==> src/rtl/cpu_loader.sv <==
// cpu_loader: byte-stream boot loader filling cpu imem/dmem and gating cpu enable (optional CPU_LOADER_CHECKSUM_EN adds a trailing XOR byte)
module cpu_loader #(
  parameter int IMEM_WORDS = 512,
  parameter int DMEM_WORDS = 1024,
  parameter int ADDR_SHIFT = 2
) (
  input  logic        clk,
  input  logic        rst,
  input  logic        s_valid,
  output logic        s_ready,
  input  logic [7:0]  s_data,
  output logic [31:0] imem_addr,
  output logic        imem_wen,
  output logic [31:0] imem_wdata,
  output logic [31:0] dmem_addr,
  output logic        dmem_wen,
  output logic [31:0] dmem_wdata,
  output logic        cpu_enable,
  output logic        busy,
  output logic        load_done,
  output logic        err
);
  localparam logic [1:0] IDLE = 2'd0, HDR = 2'd1, DATA = 2'd2;
`ifdef CPU_LOADER_CHECKSUM_EN
  localparam logic [1:0] CSUM = 2'd3;
  logic [7:0] csum_q, csum_d;
`endif
  logic [1:0] state_q, state_d, bcnt_q, bcnt_d;
  logic [7:0] lo_q, lo_d;
  logic [23:0] shr_q, shr_d;
  logic [31:0] idx_q, idx_d, idx_inc, depth, word;
  logic [15:0] rem_q, rem_d;
  logic [31:0] ia_q, ia_d, iw_q, iw_d, da_q, da_d, dw_q, dw_d;
  logic sel_q, sel_d, pend_q, pend_d, done_q, done_d, err_q, err_d, en_q, en_d;
  logic iwen_q, iwen_d, dwen_q, dwen_d, rdy_q, hs;
  assign hs = s_valid & rdy_q;
  assign depth = sel_q ? 32'(DMEM_WORDS) : 32'(IMEM_WORDS);
  assign idx_inc = (idx_q + 32'd1 == depth) ? '0 : idx_q + 32'd1;
  assign word = {s_data, shr_q};
  assign s_ready = rdy_q;
  assign imem_addr = ia_q;
  assign imem_wen = iwen_q;
  assign imem_wdata = iw_q;
  assign dmem_addr = da_q;
  assign dmem_wen = dwen_q;
  assign dmem_wdata = dw_q;
  assign cpu_enable = en_q;
  assign busy = state_q != IDLE;
  assign load_done = done_q;
  assign err = err_q;
  // next-state: command decode, header capture, word assembly and write strobes
  always_comb begin
    state_d = state_q;
    bcnt_d = bcnt_q;
    lo_d = lo_q;
    shr_d = shr_q;
    idx_d = idx_q;
    rem_d = rem_q;
    sel_d = sel_q;
    err_d = err_q;
    en_d = en_q;
    ia_d = ia_q;
    iw_d = iw_q;
    da_d = da_q;
    dw_d = dw_q;
    iwen_d = 1'b0;
    dwen_d = 1'b0;
    pend_d = 1'b0;
    done_d = pend_q;
`ifdef CPU_LOADER_CHECKSUM_EN
    csum_d = csum_q;
`endif
    if (hs) begin
      case (state_q)
        IDLE: begin
          if (s_data == 8'h01 || s_data == 8'h02) begin
            if (en_q) err_d = 1'b1;
            else begin
              state_d = HDR;
              sel_d = s_data[1];
`ifdef CPU_LOADER_CHECKSUM_EN
              csum_d = '0;
`endif
            end
          end
          else if (s_data == 8'h03) en_d = 1'b1;
          else if (s_data == 8'h04) en_d = 1'b0;
          else if (s_data == 8'h00) err_d = 1'b0;
          else err_d = 1'b1;
        end
        HDR: begin
          bcnt_d = bcnt_q + 2'd1;
          lo_d = s_data;
          if (bcnt_q == 2'd1)
            idx_d = sel_q ? 32'({s_data, lo_q}) % 32'(DMEM_WORDS) : 32'({s_data, lo_q}) % 32'(IMEM_WORDS);
          if (bcnt_q == 2'd3) begin
            rem_d = {s_data, lo_q};
            if (rem_d != 16'd0) state_d = DATA;
            else begin
`ifdef CPU_LOADER_CHECKSUM_EN
              state_d = CSUM;
`else
              state_d = IDLE;
              done_d = 1'b1;
`endif
            end
          end
        end
        DATA: begin
          bcnt_d = bcnt_q + 2'd1;
          shr_d = {s_data, shr_q[23:8]};
`ifdef CPU_LOADER_CHECKSUM_EN
          csum_d = csum_q ^ s_data;
`endif
          if (bcnt_q == 2'd3) begin
            if (sel_q) begin
              da_d = idx_q << ADDR_SHIFT;
              dw_d = word;
              dwen_d = 1'b1;
            end
            else begin
              ia_d = idx_q << ADDR_SHIFT;
              iw_d = word;
              iwen_d = 1'b1;
            end
            idx_d = idx_inc;
            rem_d = rem_q - 16'd1;
            if (rem_q == 16'd1) begin
`ifdef CPU_LOADER_CHECKSUM_EN
              state_d = CSUM;
`else
              state_d = IDLE;
              pend_d = 1'b1;
`endif
            end
          end
        end
        default: begin
          state_d = IDLE;
`ifdef CPU_LOADER_CHECKSUM_EN
          done_d = s_data == csum_q;
          err_d = err_q | (s_data != csum_q);
`endif
        end
      endcase
    end
  end
  // state registers; reset clears everything and drops any pending strobe
  always_ff @(posedge clk) begin
    if (rst) begin
      state_q <= IDLE;
      bcnt_q <= '0;
      lo_q <= '0;
      shr_q <= '0;
      idx_q <= '0;
      rem_q <= '0;
      sel_q <= 1'b0;
      pend_q <= 1'b0;
      done_q <= 1'b0;
      err_q <= 1'b0;
      en_q <= 1'b0;
      rdy_q <= 1'b0;
      ia_q <= '0;
      iw_q <= '0;
      da_q <= '0;
      dw_q <= '0;
      iwen_q <= 1'b0;
      dwen_q <= 1'b0;
`ifdef CPU_LOADER_CHECKSUM_EN
      csum_q <= '0;
`endif
    end
    else begin
      state_q <= state_d;
      bcnt_q <= bcnt_d;
      lo_q <= lo_d;
      shr_q <= shr_d;
      idx_q <= idx_d;
      rem_q <= rem_d;
      sel_q <= sel_d;
      pend_q <= pend_d;
      done_q <= done_d;
      err_q <= err_d;
      en_q <= en_d;
      rdy_q <= 1'b1;
      ia_q <= ia_d;
      iw_q <= iw_d;
      da_q <= da_d;
      dw_q <= dw_d;
      iwen_q <= iwen_d;
      dwen_q <= dwen_d;
`ifdef CPU_LOADER_CHECKSUM_EN
      csum_q <= csum_d;
`endif
    end
  end
endmodule

==> config.mk <==
export PLATFORM = sky130hd
export DESIGN_NAME = cpu_loader
export DESIGN_NICKNAME = d
export VERILOG_FILES = /design/src/rtl/cpu_loader.sv
export SDC_FILE = /design/constraint.sdc
export NUM_CORES = 1
export LEC_CHECK = 0
export ABC_AREA = 1
export CAP_MARGIN = 0
export CORE_MARGIN = 1
export CORE_UTILIZATION = 50
export CTS_BUF_LIST = sky130_fd_sc_hd__clkbuf_4 sky130_fd_sc_hd__clkbuf_8
export CTS_CLUSTER_DIAMETER = 150
export DETAILED_ROUTE_END_ITERATION = 10
export GPL_TIMING_DRIVEN = 0
export PLACE_DENSITY = 0.78
export SYNTH_ARGS = -nofsm -noshare
export SYNTH_HDL_FRONTEND = slang
export SYNTH_SLANG_ARGS = --single-unit
==> constraint.sdc <==
create_clock -name clk -period 1.92 [get_ports clk]
set_input_delay 0.384 -clock clk [delete_from_list [all_inputs] [get_ports clk]]
set_output_delay 0.384 -clock clk [all_outputs]
set_load 0.02 [all_outputs]
======== Word level (Yosys, flattened, before mapping) ========
Cells that the tools add are included.
storage, ports and cells
  flip-flop bits (word level) ............. 216
  input bits .............................. 11
  word-level logic and storage cells ...... 98
operators by class
  $add $sub $neg .......................... 3
  equality and inequality tests ........... 19
  multiplexer cells ....................... 31
  bitwise operators ....................... 7
  reductions and logical operators ........ 20
operators with widths
  kind                     number
  $mux W32                 3
  $pmux W32 S2             1
  $add A32 B1 Y32 const B  1
  $eq A32 B11 Y1           1
  $mux W16                 2
  $pmux W16 S2             1
  $reduce_and A4 Y1        6
  $ne A2 B2 Y1 const B     9
  $eq A16 B1 Y1 const B    1
  $eq A8 B2 Y1 const B     2
  $reduce_bool A16 Y1      1
  $sub A16 B1 Y16 const B  1
  $mux W1                  15
  $mux W2                  6
  $mux W11                 1
  $mux W10                 1
  $eq A8 B1 Y1 const B     1
  $eq A8 B3 Y1 const B     1
  $logic_not A8 Y1         1
  $not A1 Y1               6
  $pmux W2 S3              1
  $reduce_and A2 Y1        3
  $reduce_and A6 Y1        1
  $reduce_bool A2 Y1       3
  9 further kinds          11

======== Logic depth before layout (Yosys ltp) ========
Gate-level depths: netlist (run 1).
  word-level depth ........................ 5
  mapped depth ............................ 14
  mapped depth without buffers ............ 14

======== Least setup slack after synthesis (run 1) ========
No wires, ideal clock.
  path kind ............................... register -> register
  from .................................... reg idx_q[1]
  to ...................................... reg idx_q[10]
  library setup time ...................... 0.132 ns
  arrival time ............................ 1.673 ns
  path slack .............................. 0.114 ns
  stages on the path, launching flop included .. 15
  clock period less this slack ............ 1.806 ns
  cells stage by stage .................... dfxtp_1 -> ha_1 -> nand2_1 -> nor2_2 -> nand2_2 -> nor2_2 -> nand2_1 -> nand2_1 -> nand2_1 -> nor2_1 -> nand2_1 -> nor2_1 -> nand3_2 -> nand2_1 -> a21oi_1
on the way
  longest elaborated chain between the ends .. 5
RTL lines
  item                    RTL line  RTL
  start, declared         31        logic [31:0] idx_q, idx_d, idx_inc, depth, word;
  start signal, assigned  178       idx_q <= idx_d;
  $add A32 B1 Y32 *       38        assign idx_inc = (idx_q + 32'd1 == depth) ? '0 : idx_q + 32'd1;
  $eq A32 B11 Y1          38
  $mux W32 *              38
  $mux W32 *              115       if (bcnt_q == 2'd3) begin
  $pmux W32 S2 *          74        case (state_q)
Mark *: on every way between the ends. The rest lies on a longest branch, timed or not. The select of a mux whose other input is x is not followed.
A chain may end at the register's enable or synchronous reset.

======== Worst setup path after layout (run 1) ========
Ends and elaborated chain as after synthesis.

==> out/qor.yml, run 1 <==
status:
  status: "finished with violations"
  violations: "setup timing"
drt:
  drt_iter0_markers: 834
  wl_um: 29100
  ant_nets: 0
  wl_per_cell_um: 17.4
  via_count: 9423
  dr.pass1.iters: 7
  drc: 0
  viasPerCell: 5.62
floorplanning:
  initial_utilization_pct: 51.6
  core_um2: 17400
  pin_count: 146
  die_w_um: 136
  die_h_um: 136
  die-area_um2: 18500
  rows: 48
place:
  io_buffers: 140
  place_hpwl_um: 19900
  gp_congestion: 1.00
  dpl_cell_area_um2: 10700
  preCtsSetupSlack_ns: -1.20
worst_setup_path:
  path_delay_family: "simple AND/OR/NAND/NOR gates"
  critPathBufInv: 1
  cp_slowest_stage_delay_ns: 0.40
  reg2reg_slack_ns: -0.07
  rr_worst_depth: 14
  path_max_fanout: 6
  r2r_end: "idx_q[10]$_SDFFE_PP0P_"
  crit_chain: "nand2_4 -> nor2_4 -> nand2_4 -> nor2_4 -> buf_6 -> nand2_2 -> nand2_1 -> nand2_1 -> nor2_1 -> nand2_1 -> nor2_2 -> nand3_2 -> nand2_1 -> a21oi_1"
  regToRegStartpoint: "idx_q[1]$_SDFFE_PP0P_"
  worstPathArrival_ns: 2.39
  crit_required_ns: 2.32
  cpMaxStageDelayCell: "dfxtp_4"
  worstSetupEndpoint: "idx_q[10]$_SDFFE_PP0P_"
  cp-start-kind: "register"
  crit_type: "reg2reg"
  cp-startpoint: "idx_q[1]$_SDFFE_PP0P_"
  crit_top_cell: "nand2_1"
  cp.depth: 14
  worstSetupEndpointType: "register"
global_route:
  use_met1_pct: 39.9
  grt_pass1_vias: 8740
  grt_util_all_layers_pct: 30.9
  grt_pass1_wl_um: 44600
  antenna_found_initial: 0
  grt.busiest_layer: "met2"
  grt_max_degree: 12
  grt_overflow: 0
  gr-usage-met2_pct: 48.3
  use_met3_pct: 6.15
timing:
  rsz0062_at_grt: "true"
  hold_viol: 0
  fmax_ghz: 0.503
  slew_viol_final: 0
  finalCritPeriodShare_pct: 103
  period_needed_ns: 1.99
  worstMarginPinSlew_ns: 0.681
  max-slew-margin-rel_pct: 54.6
  fin_ws_ns: -0.0669
  skew_ns: 0.0337
  tns_ns: -0.185
  setup_viol: 4
power_and_ir_drop:
  irDropWorstVdd_v: 0.000513
  swShare_pct: 22.5
  seqPwrFrac_pct: 49.0
  p_per_area_nw_per_um2: 753
  intPower_uw: 7090
  netSwitchingPower_uw: 2060
  p_clk_share_pct: 48.8
  power.leakage_uw: 0.00526
  comb_power_share_pct: 2.2
finish:
  final_area_um2: 12200
  drive_above_1_share_pct: 15.4
  diodes: 0
  ff_latch_area_um2: 4360
  multiInputGateArea_um2: 4220
  num-nets-final: 1445
  area_growth_pct: 35.3
  n_fill_cell: 1398
  final_cell_mix: "nand2_1, a21oi_1, dfxtp_1, o21ai_0"
  final_common_cell: "nand2_1"
logic_synthesis:
  synth_seq_cells: 216
  synth_warnings: 0
  yosysTopAreaCell: "dfxtp_1"
  yosysUniqueCellTypes: 35
  syn_inst: 1221
  ys.flop_type: "dfxtp_1"
  syn_avg_cell_area_um2: 7.36
  synth_edf_count: 0
  synth-simple-area-share_pct: 17.4
  synth-xor-area-share_pct: 0.975
  yosysSeqAreaShare_pct: 48.1
  post-synth-top-area-fraction_pct: 48.1
  async_flop_share_pct: 0
  ys_top_cells_by_area: "dfxtp_1, a21oi_1, o21ai_0, nand2_1, inv_1"
  synth_compound_area_share_pct: 24.3
  netlist_area_um2: 8980
  synth_top_family_by_area: "compound AO/OA/AOI/OAI gates"
  muxShareOfSynthArea_pct: 0
  yosys.area_share.adder_pct: 1.11
clock_tree:
  cts.clk_slew.worst_paths_ns: 0.06
  cts_buffer_depth: 3
  holdBufCountCts: 0
  cts_inserted_buffers: 36
  cts_root_buf: "clkbuf_8"
  cts_tree: "done"
  cts_max_level: 2
  insertion_delay_ns: 0.55
  clock-sinks: 216
hold_path:
  worstHoldPathType: "in2reg"
job:
  cap_violations: 0
-- registers in the layout, indices dropped and copies added (netlist names), 8 cells and up --
name        flops
dmem_wdata     32
idx_q          32
imem_wdata     32
imem_addr      30
rem_q          16
dmem_addr      30
shr_q          24
lo_q            8
-- synth_stat cells, types with 8 or more instances --
master,number
nor2_1,93
o21ai_0,193
nand4_1,8
a31oi_1,13
nand2_1,220
clkbuf_1,49
buf_2,18
a21oi_1,203
inv_1,110
ha_1,8
nand3_1,32
dfxtp_1,216
-- power by group through the flow --
stage | sequential (µW) | combinational, µW | clock, µW
after global placement | 4590 | 188 | 0
after detailed placement | 4590 | 189 | 0
after CTS | 4490 | 193 | 4500
final | 4480 | 200 | 4470
after floorplan | 4590 | 103 | 0
after global routing | 4480 | 214 | 4740
-- cells by family (layout without fill, tap and decap cells) --
logic type | count (synthesis) | after routing
AO/OA/AOI/OAI | 424 | 424
AND/OR/NAND/NOR | 379 | 379
flip-flops | 216 | 216
buffers and inverters | 183 | 412
XOR/XNOR | 10 | 10
adder cells (fa/ha/maj) | 8 | 8
other | 1 | 4
-- final cells by class --
class	instances	share of cell area, %
plain buffers	71	3.18
multi-input cells	825	34.8
well taps	225	2.32
flip-flops and latches	216	35.9
clock inverters	11	0.762
clock buffers	54	5.91
inverters	111	3.45
repair buffers	165	13.7
-- worst min path at each step --
stage,from,end,slack (ns),cells after the start
final,rst,rem_q[10]$_SDFFE_PP0P_,0.37,2
after global routing,rst,rem_q[10]$_SDFFE_PP0P_,0.40,2
after CTS,rst,rem_q[10]$_SDFFE_PP0P_,0.36,2
after detailed placement,rem_q[14]$_SDFFE_PP0P_,rem_q[14]$_SDFFE_PP0P_,0.46,2
after global placement,rem_q[14]$_SDFFE_PP0P_,rem_q[14]$_SDFFE_PP0P_,0.45,2
after floorplan,pend_q$_SDFF_PP0_,load_done$_SDFF_PP0_,0.42,1
-- timing repair --
item	CTS	global route
setup buffers	14	9
endpoints found under the setup margin	185	206
gates cloned	0	2
gates resized for setup	88	113
pin swaps	12	23
-- layer usage --
metal | up-vias | wire (µm)
met4 | 0 | 1390
met3 | 94 | 2280
met2 | 485 | 13300
li1 | 4477 | -
met1 | 4367 | 12200
met5 | - | 0
-- through the flow --
stage	utilization, %	hold WS, ns	std cells	power (µW)
floorplan	-	0.418	1224	4690
global placement	61.3	0.454	1589	4780
detailed placement	61.3	0.458	1589	4780
CTS	67.7	0.362	1667	9180
global route	69.8	0.396	1678	9430
finish	69.8	0.366	1678	9150
Power figures use the tool's default switching activity.
==> run 2: changes to the inputs <==
--- a/config.mk
+++ b/config.mk
@@ -7,6 +7,7 @@
 export LEC_CHECK = 0
 export ABC_AREA = 1
 export CAP_MARGIN = 0
+export CORE_ASPECT_RATIO = 2
 export CORE_MARGIN = 1
 export CORE_UTILIZATION = 50
 export CTS_BUF_LIST = sky130_fd_sc_hd__clkbuf_4 sky130_fd_sc_hd__clkbuf_8
@@ -17,3 +18,4 @@
 export SYNTH_ARGS = -nofsm -noshare
 export SYNTH_HDL_FRONTEND = slang
 export SYNTH_SLANG_ARGS = --single-unit
+export TNS_END_PERCENT = 50
==> run 2 against run 1 <==
The run ends with DRC, setup timing left; critical endpoint unchanged; count of clock-buffer cells in the layout is 10 lower; setup slack better by 0.0053 ns; largest power group unchanged; critical path type unchanged; sequential share of layout area is 0.51 points higher; maximum frequency is 0.27% higher; clock power is 4% lower.
==> out/qor.yml, run 2 (synthesis results as in run 1) <==
drt:
  wl_per_cell_um: 18.5  # was 17.4 µm
  drt_iter0_markers: 459  # was 834
  drc: 2  # was 0
  via_count: 9242  # was 9423
  ant_nets: 0  # unchanged
  viasPerCell: 5.60  # was 5.62
  wl_um: 30500  # was 29100 µm
  dr.pass1.iters: 8  # was 7
worst_setup_path:
  crit_chain: "ha_4 -> nand2_4 -> nor2_4 -> nand2_4 -> inv_1 -> nand2_1 -> nand2_1 -> nand2_1 -> nor2_2 -> nand2_1 -> nor2_2 -> nand3_2 -> nand2_1 -> a21oi_2"  # was nand2_4 -> nor2_4 -> nand2_4 -> nor2_4 -> buf_6 -> nand2_2 -> nand2_1 -> nand2_1 -> nor2_1 -> nand2_1 -> nor2_2 -> nand3_2 -> nand2_1 -> a21oi_1
  crit_required_ns: 2.35  # was 2.32 ns
  regToRegStartpoint: "idx_q[0]$_SDFFE_PP0P_"  # was idx_q[1]$_SDFFE_PP0P_
  worstPathArrival_ns: 2.41  # was 2.39 ns
  rr_worst_depth: 14  # unchanged
  cp-start-kind: "register"  # unchanged
  crit_top_cell: "nand2_1"  # unchanged
  cpMaxStageDelayCell: "dfxtp_4"  # unchanged
  r2r_end: "idx_q[10]$_SDFFE_PP0P_"  # unchanged
  reg2reg_slack_ns: -0.06  # was -0.07 ns
  path_max_fanout: 5  # was 6
  worstSetupEndpointType: "register"  # unchanged
  crit_type: "reg2reg"  # unchanged
  cp_slowest_stage_delay_ns: 0.39  # was 0.40 ns
power_and_ir_drop:
  irDropWorstVdd_v: 0.000795  # was 0.000513 V
  comb_power_share_pct: 2.2  # about the same
  p_per_area_nw_per_um2: 748  # was 753 nW/µm²
  swShare_pct: 21.8  # was 22.5%
  p_clk_share_pct: 47.8  # was 48.8%
  seqPwrFrac_pct: 49.9  # was 49.0%
  intPower_uw: 7020  # was 7090 µW
  power.leakage_uw: 0.00569  # was 0.00526 µW
  netSwitchingPower_uw: 1950  # was 2060 µW
hold_path:
  worstHoldPathType: "in2reg"  # unchanged
  hold_depth: 2  # unchanged
  hold_end: "rem_q[10]$_SDFFE_PP0P_"  # unchanged
  hp-start: "rst"  # unchanged
timing:
  setup_viol: 4  # unchanged
  finalCritPeriodShare_pct: 103  # about the same
  period_needed_ns: 1.98  # was 1.99 ns
  fmax_ghz: 0.505  # was 0.503 GHz
  skew_ns: 0.0149  # was 0.0337 ns
  rsz0062_at_grt: "true"  # unchanged
  slew_viol_final: 0  # unchanged
  fin_ws_ns: -0.0616  # was -0.0669 ns
  max-slew-margin-rel_pct: 53.1  # was 54.6%
  worstMarginPinSlew_ns: 0.703  # was 0.681 ns
  tns_ns: -0.135  # was -0.185 ns
  hold_viol: 0  # unchanged
global_route:
  grt_util_all_layers_pct: 31.8  # was 30.9%
  grt_overflow: 0  # unchanged
  grt_pass1_vias: 9040  # was 8740
  antenna_found_initial: 0  # unchanged
  grt_pass1_wl_um: 46500  # was 44600 µm
  grt_max_degree: 16  # was 12
finish:
  final_cell_mix: "nand2_1, a21oi_1, dfxtp_1, o21ai_0, inv_1"  # was nand2_1, a21oi_1, dfxtp_1, o21ai_0
  layout.cells.non_filler: 1650  # was 1678
  area_growth_pct: 33.4  # was 35.3%
  drive_above_1_share_pct: 14.9  # was 15.4%
  num-nets-final: 1433  # was 1445
  multiInputGateArea_um2: 4250  # was 4220 µm²
  ff_latch_area_um2: 4370  # was 4360 µm²
  diodes: 0  # unchanged
  n_fill_cell: 1514  # was 1398
  final_common_cell: "nand2_1"  # unchanged
clock_tree:
  cts_max_level: 1  # was 2
  cts_inserted_buffers: 29  # was 36
  cts.clk_slew.worst_paths_ns: 0.08  # was 0.06 ns
  clock-sinks: 216  # unchanged
  cts_buffer_depth: 3  # unchanged
  cts_tree: "done"  # unchanged
  cts_root_buf: "clkbuf_8"  # unchanged
  insertion_delay_ns: 0.58  # was 0.55 ns
status:
  status: "finished with violations"  # unchanged
  violations: "DRC, setup timing"  # was setup timing
place:
  gp_congestion: 1.03  # was 1.00
  place_hpwl_um: 22300  # was 19900 µm
  io_buffers: 140  # unchanged
  placedCellCount: 1577  # was 1589
floorplanning:
  initial_utilization_pct: 50.8  # was 51.6%
  die-area_um2: 18500  # about the same
  pin_count: 146  # unchanged
  die_w_um: 96.8  # was 136 µm
  rows: 69  # was 48
  core_um2: 17700  # was 17400 µm²
  die_h_um: 192  # was 136 µm
job:
  cap_violations: 0  # unchanged
run 2: cell count changes in the layout (fill, tap and decap cells not counted), moves of 5 or more:
cell and change:
clkdlybuf4s50_1 -85, dlygate4sd2_1 +77, clkbuf_8 -9, dlymetal6s2s_1 +8, buf_6 -5
run 2: worst max path at each step:
| stage | startpoint | to | slack, ns | cells after the start |
|---|---|---|---|---|
| CTS | state_q[0]$_SDFFE_PP0P_ | pend_q$_SDFF_PP0_ | -0.06 | 7 |
| detailed placement | s_valid | dmem_addr[10]$_SDFFE_PP0P_ | -1.26 | 6 |
| floorplan | idx_q[1]$_SDFFE_PP0P_ | idx_q[10]$_SDFFE_PP0P_ | 0.11 | 14 |
| global route | idx_q[12]$_SDFFE_PP0P_ | idx_q[10]$_SDFFE_PP0P_ | -0.17 | 14 |
| finish | idx_q[0]$_SDFFE_PP0P_ | idx_q[10]$_SDFFE_PP0P_ | -0.06 | 14 |
| global placement | s_valid | dmem_wdata[31]$_SDFFE_PP0P_ | -1.23 | 6 |
run 2: cell type report:
class / instances / share of cell area, %
flip-flops and latches: 216 / 36.4
multi-input cells: 825 / 35.4
repair buffers: 160 / 13.1
clock buffers: 44 / 4.84
inverters: 111 / 3.50
plain buffers: 71 / 3.19
well taps: 213 / 2.22
clock inverters: 10 / 1.33
run 2: through the flow:
| step | hold slack, ns | setup WS, ns | util (%) | instance area, µm² | total power [µW] |
|---|---|---|---|---|---|
| after floorplan | 0.418 | 0.114 | - | 8990 | 4690 |
| after global placement | 0.454 | -1.23 | 60.2 | 10700 | 4780 |
| after detailed placement | 0.464 | -1.26 | 60.2 | 10700 | 4780 |
| after CTS | 0.328 | -0.0645 | 66.2 | 11700 | 9000 |
| after global routing | 0.390 | -0.168 | 67.7 | 12000 | 9200 |
| final | 0.363 | -0.0616 | 67.7 | 12000 | 8970 |
run 2: timing repair:
item                                    4_1_cts  5_1_grt
gates resized for setup                     192       88
pin swaps                                    16       18
gates cloned                                  0        1
hold buffers                                  0        0
endpoints found under the setup margin      264      214
buffers inserted                             16        3
endpoints found under the hold margin         0        0
run 2: power groups by stage:
stage	Combinational [µW]	Sequential (µW)	Clock, µW
6_report	201	4480	4290
5_1_grt	216	4480	4510
4_1_cts	196	4480	4330
3_5_place_dp	193	4590	0
3_3_place_gp	192	4590	0
2_1_floorplan	103	4590	0
run 2: critical path: cells and delay by family, from the launching register on:
kind            cells  cell delay, ns
buf+inv             1            0.11
simple gates       11            1.11
fa+ha+maj           1            0.17
compound gates      1            0.05
flops               1            0.39
run 2: layer usage:
| layer | share of wire, % | track usage (%) | vias to the layer above |
|---|---|---|---|
| li1 | - | - | 4449 |
| met1 | 34 | 30.7 | 4303 |
| met2 | 54 | 60.6 | 367 |
| met3 | 4.5 | 3.84 | 123 |
| met4 | 7.3 | 24.0 | 0 |
| met5 | 0 | 0 | - |
==> run 3: changes to the inputs <==
==> constraint.sdc (replaced) <==
create_clock -name clk -period 1.92 [get_ports clk]
set_input_delay 0.192 -clock clk [delete_from_list [all_inputs] [get_ports clk]]
set_output_delay 0.192 -clock clk [all_outputs]
set_load 0.02 [all_outputs]
==> run 3 against run 2 <==
The flow still finishes with violations (DRC, setup timing); critical path type unchanged; core utilization decreased by 0.13 points; sequential power about the same; clock skew increased by 0.0019 ns; final cell count about the same; setup slack got worse by 0.078 ns; hold slack got worse by 0.21 ns.
==> out/qor.yml, run 3 (synthesis results as in run 1) <==
status:
  status: "finished with violations"  # unchanged
  violations: "DRC, setup timing"  # unchanged
hold_path:
  worstHoldPathType: "in2reg"  # unchanged
finish:
  final_common_cell: "nand2_1"  # unchanged
  drive_above_1_share_pct: 14.3  # was 14.9%
  multiInputGateArea_um2: 4220  # was 4250 µm²
  final_cell_mix: "nand2_1, a21oi_1, dfxtp_1, o21ai_0, clkdlybuf4s50_1"  # was nand2_1, a21oi_1, dfxtp_1, o21ai_0, inv_1
  area_growth_pct: 33.2  # was 33.4%
  n_fill_cell: 1512  # was 1514
  ff_latch_area_um2: 4370  # about the same
  final_core_util_pct: 67.6  # was 67.7%
  num-nets-final: 1432  # was 1433
  diodes: 0  # unchanged
power_and_ir_drop:
  power.leakage_uw: 0.00461  # was 0.00569 µW
  p_total_uw: 8980  # was 8970 µW
  p_per_area_nw_per_um2: 750  # was 748 nW/µm²
  irDropWorstVdd_v: 0.000795  # about the same
worst_setup_path:
  cp-start-kind: "register"  # unchanged
  worstSetupEndpointType: "register"  # unchanged
  crit_required_ns: 2.35  # about the same
  cp-startpoint: "idx_q[0]$_SDFFE_PP0P_"  # unchanged
  crit_top_cell: "nand2_1"  # unchanged
  cp_slowest_stage_delay_ns: 0.40  # was 0.39 ns
  cpMaxStageDelayCell: "dfxtp_4"  # unchanged
  reg2reg_slack_ns: -0.14  # was -0.06 ns
  regToRegStartpoint: "idx_q[0]$_SDFFE_PP0P_"  # unchanged
  r2r_end: "idx_q[10]$_SDFFE_PP0P_"  # unchanged
  path_max_fanout: 7  # was 5
  crit_type: "reg2reg"  # unchanged
  worstSetupEndpoint: "idx_q[10]$_SDFFE_PP0P_"  # unchanged
  worstPathArrival_ns: 2.49  # was 2.41 ns
  rr_worst_depth: 13  # was 14
  crit_chain: "clkinvlp_4 -> nor2_4 -> nand2_2 -> nor2_4 -> nand2_1 -> nand2_1 -> nand2_2 -> nor2_2 -> nand2_1 -> nor2_2 -> nand3_2 -> nand2_1 -> a21oi_2"  # was ha_4 -> nand2_4 -> nor2_4 -> nand2_4 -> inv_1 -> nand2_1 -> nand2_1 -> nand2_1 -> nor2_2 -> nand2_1 -> nor2_2 -> nand3_2 -> nand2_1 -> a21oi_2
floorplanning:
  die_h_um: 192  # unchanged
  initial_utilization_pct: 50.8  # unchanged
  rows: 69  # unchanged
  die_w_um: 96.8  # unchanged
  die-area_um2: 18500  # unchanged
  core_um2: 17700  # unchanged
  pin_count: 146  # unchanged
timing:
  fmax_ghz: 0.486  # was 0.505 GHz
  setup_viol: 4  # unchanged
  period_needed_ns: 2.06  # was 1.98 ns
  finalCritPeriodShare_pct: 107  # was 103%
  skew_ns: 0.0168  # was 0.0149 ns
  max-slew-margin-rel_pct: 53.5  # was 53.1%
  slew_viol_final: 0  # unchanged
  fin_ws_ns: -0.139  # was -0.0616 ns
  hold_viol: 0  # unchanged
  worstMarginPinSlew_ns: 0.697  # was 0.703 ns
  rsz0062_at_grt: "true"  # unchanged
place:
  place_hpwl_um: 22300  # unchanged
  io_buffers: 140  # unchanged
  gp_congestion: 1.03  # unchanged
global_route:
  grt_util_all_layers_pct: 31.6  # was 31.8%
  grt_overflow: 0  # unchanged
  grt_pass1_vias: 8904  # was 9040
  grt_max_degree: 16  # unchanged
  grt_pass1_wl_um: 46200  # was 46500 µm
  antenna_found_initial: 0  # unchanged
clock_tree:
  holdBufCountCts: 0  # unchanged
  insertion_delay_ns: 0.58  # about the same
  cts_root_buf: "clkbuf_8"  # unchanged
  clock-sinks: 216  # unchanged
  cts_tree: "done"  # unchanged
  cts.clk_slew.worst_paths_ns: 0.08  # about the same
  cts_buffer_depth: 3  # unchanged
  cts_inserted_buffers: 29  # unchanged
  cts_max_level: 1  # unchanged
drt:
  viasPerCell: 5.61  # was 5.60
  wl_um: 30400  # was 30500 µm
  via_count: 9253  # was 9242
  drc: 2  # unchanged
  wl_per_cell_um: 18.4  # was 18.5 µm
  drt_iter0_markers: 491  # was 459
  ant_nets: 0  # unchanged
  dr.pass1.iters: 8  # unchanged
job:
  cap_violations: 0  # unchanged
## run 3: cell count changes in the layout (fill, tap and decap cells not counted), moves of 4 or more
cell             previous run  this run
clkdlybuf4s50_1            20       139
dlygate4sd2_1              84         1
dlymetal6s2s_1             35         0
nand2_1                   206       212
nand2_2                    12         8
nor2_1                     64        68
## run 3: power breakdown
group          internal [µW]  switching [µW]
clock network           2490            1810
registers               4470            4.07
logic                   56.5             146
total                   7020            1960
## run 3: repair_timing
action                                  CTS  global route
gates resized for setup                  65            87
gates cloned                              0             2
buffers inserted                          8            10
pin swaps                                 6            17
endpoints found under the setup margin  180           173
## run 3: cell type report
type	instances	area share, %
clock buffers	44	4.85
repair buffers	160	13.1
well taps	213	2.23
flip-flops and latches	216	36.5
inverters	111	3.54
clock inverters	10	1.33
plain buffers	70	3.18
multi-input cells	825	35.3
## run 3: critical path, delay by kind of cell, from the launching register on
kind | cells | cell delay, ns
DFF | 1 | 0.40
AOI/OAI and AO/OA | 1 | 0.05
buffers and inverters | 1 | 0.12
and+or+nand+nor | 11 | 1.33
## run 3: per-stage QoR
step / hold WS [ns] / worst slack (ns) / std cells / area [µm²] / TNS (ns)
after detailed placement: 0.464 / -1.07 / 1577 / 10700 / -137.52
after floorplan: 0.361 / 0.114 / 1224 / 8990 / 0
after global routing: 0.179 / -0.307 / 1649 / 12000 / -1.14
after global placement: 0.454 / -1.04 / 1577 / 10700 / -129.92
final: 0.151 / -0.139 / 1649 / 12000 / -0.424
after CTS: 0.136 / -0.192 / 1638 / 11600 / -0.802
## run 3: how the worst min path moves through the flow
stage | slack, ns | from | cells past startpoint | to
after CTS | 0.14 | rst | 2 | rem_q[10]$_SDFFE_PP0P_
final | 0.15 | rst | 2 | rem_q[10]$_SDFFE_PP0P_
after global routing | 0.18 | rst | 2 | rem_q[10]$_SDFFE_PP0P_
after global placement | 0.45 | rem_q[14]$_SDFFE_PP0P_ | 2 | rem_q[14]$_SDFFE_PP0P_
after floorplan | 0.36 | s_data[1] | 1 | sel_q$_SDFFE_PP0P_
after detailed placement | 0.46 | err$_SDFFE_PP0P_ | 2 | err$_SDFFE_PP0P_
## run 3: metal layers
layer  wire length (µm)  track usage [%]  up-vias
li1                   -                -     4447
met1              10200             30.4     4320
met2              16500             61.4      366
met3               1550             3.84      120
met4               2130             21.4        0
met5                  0                0        -
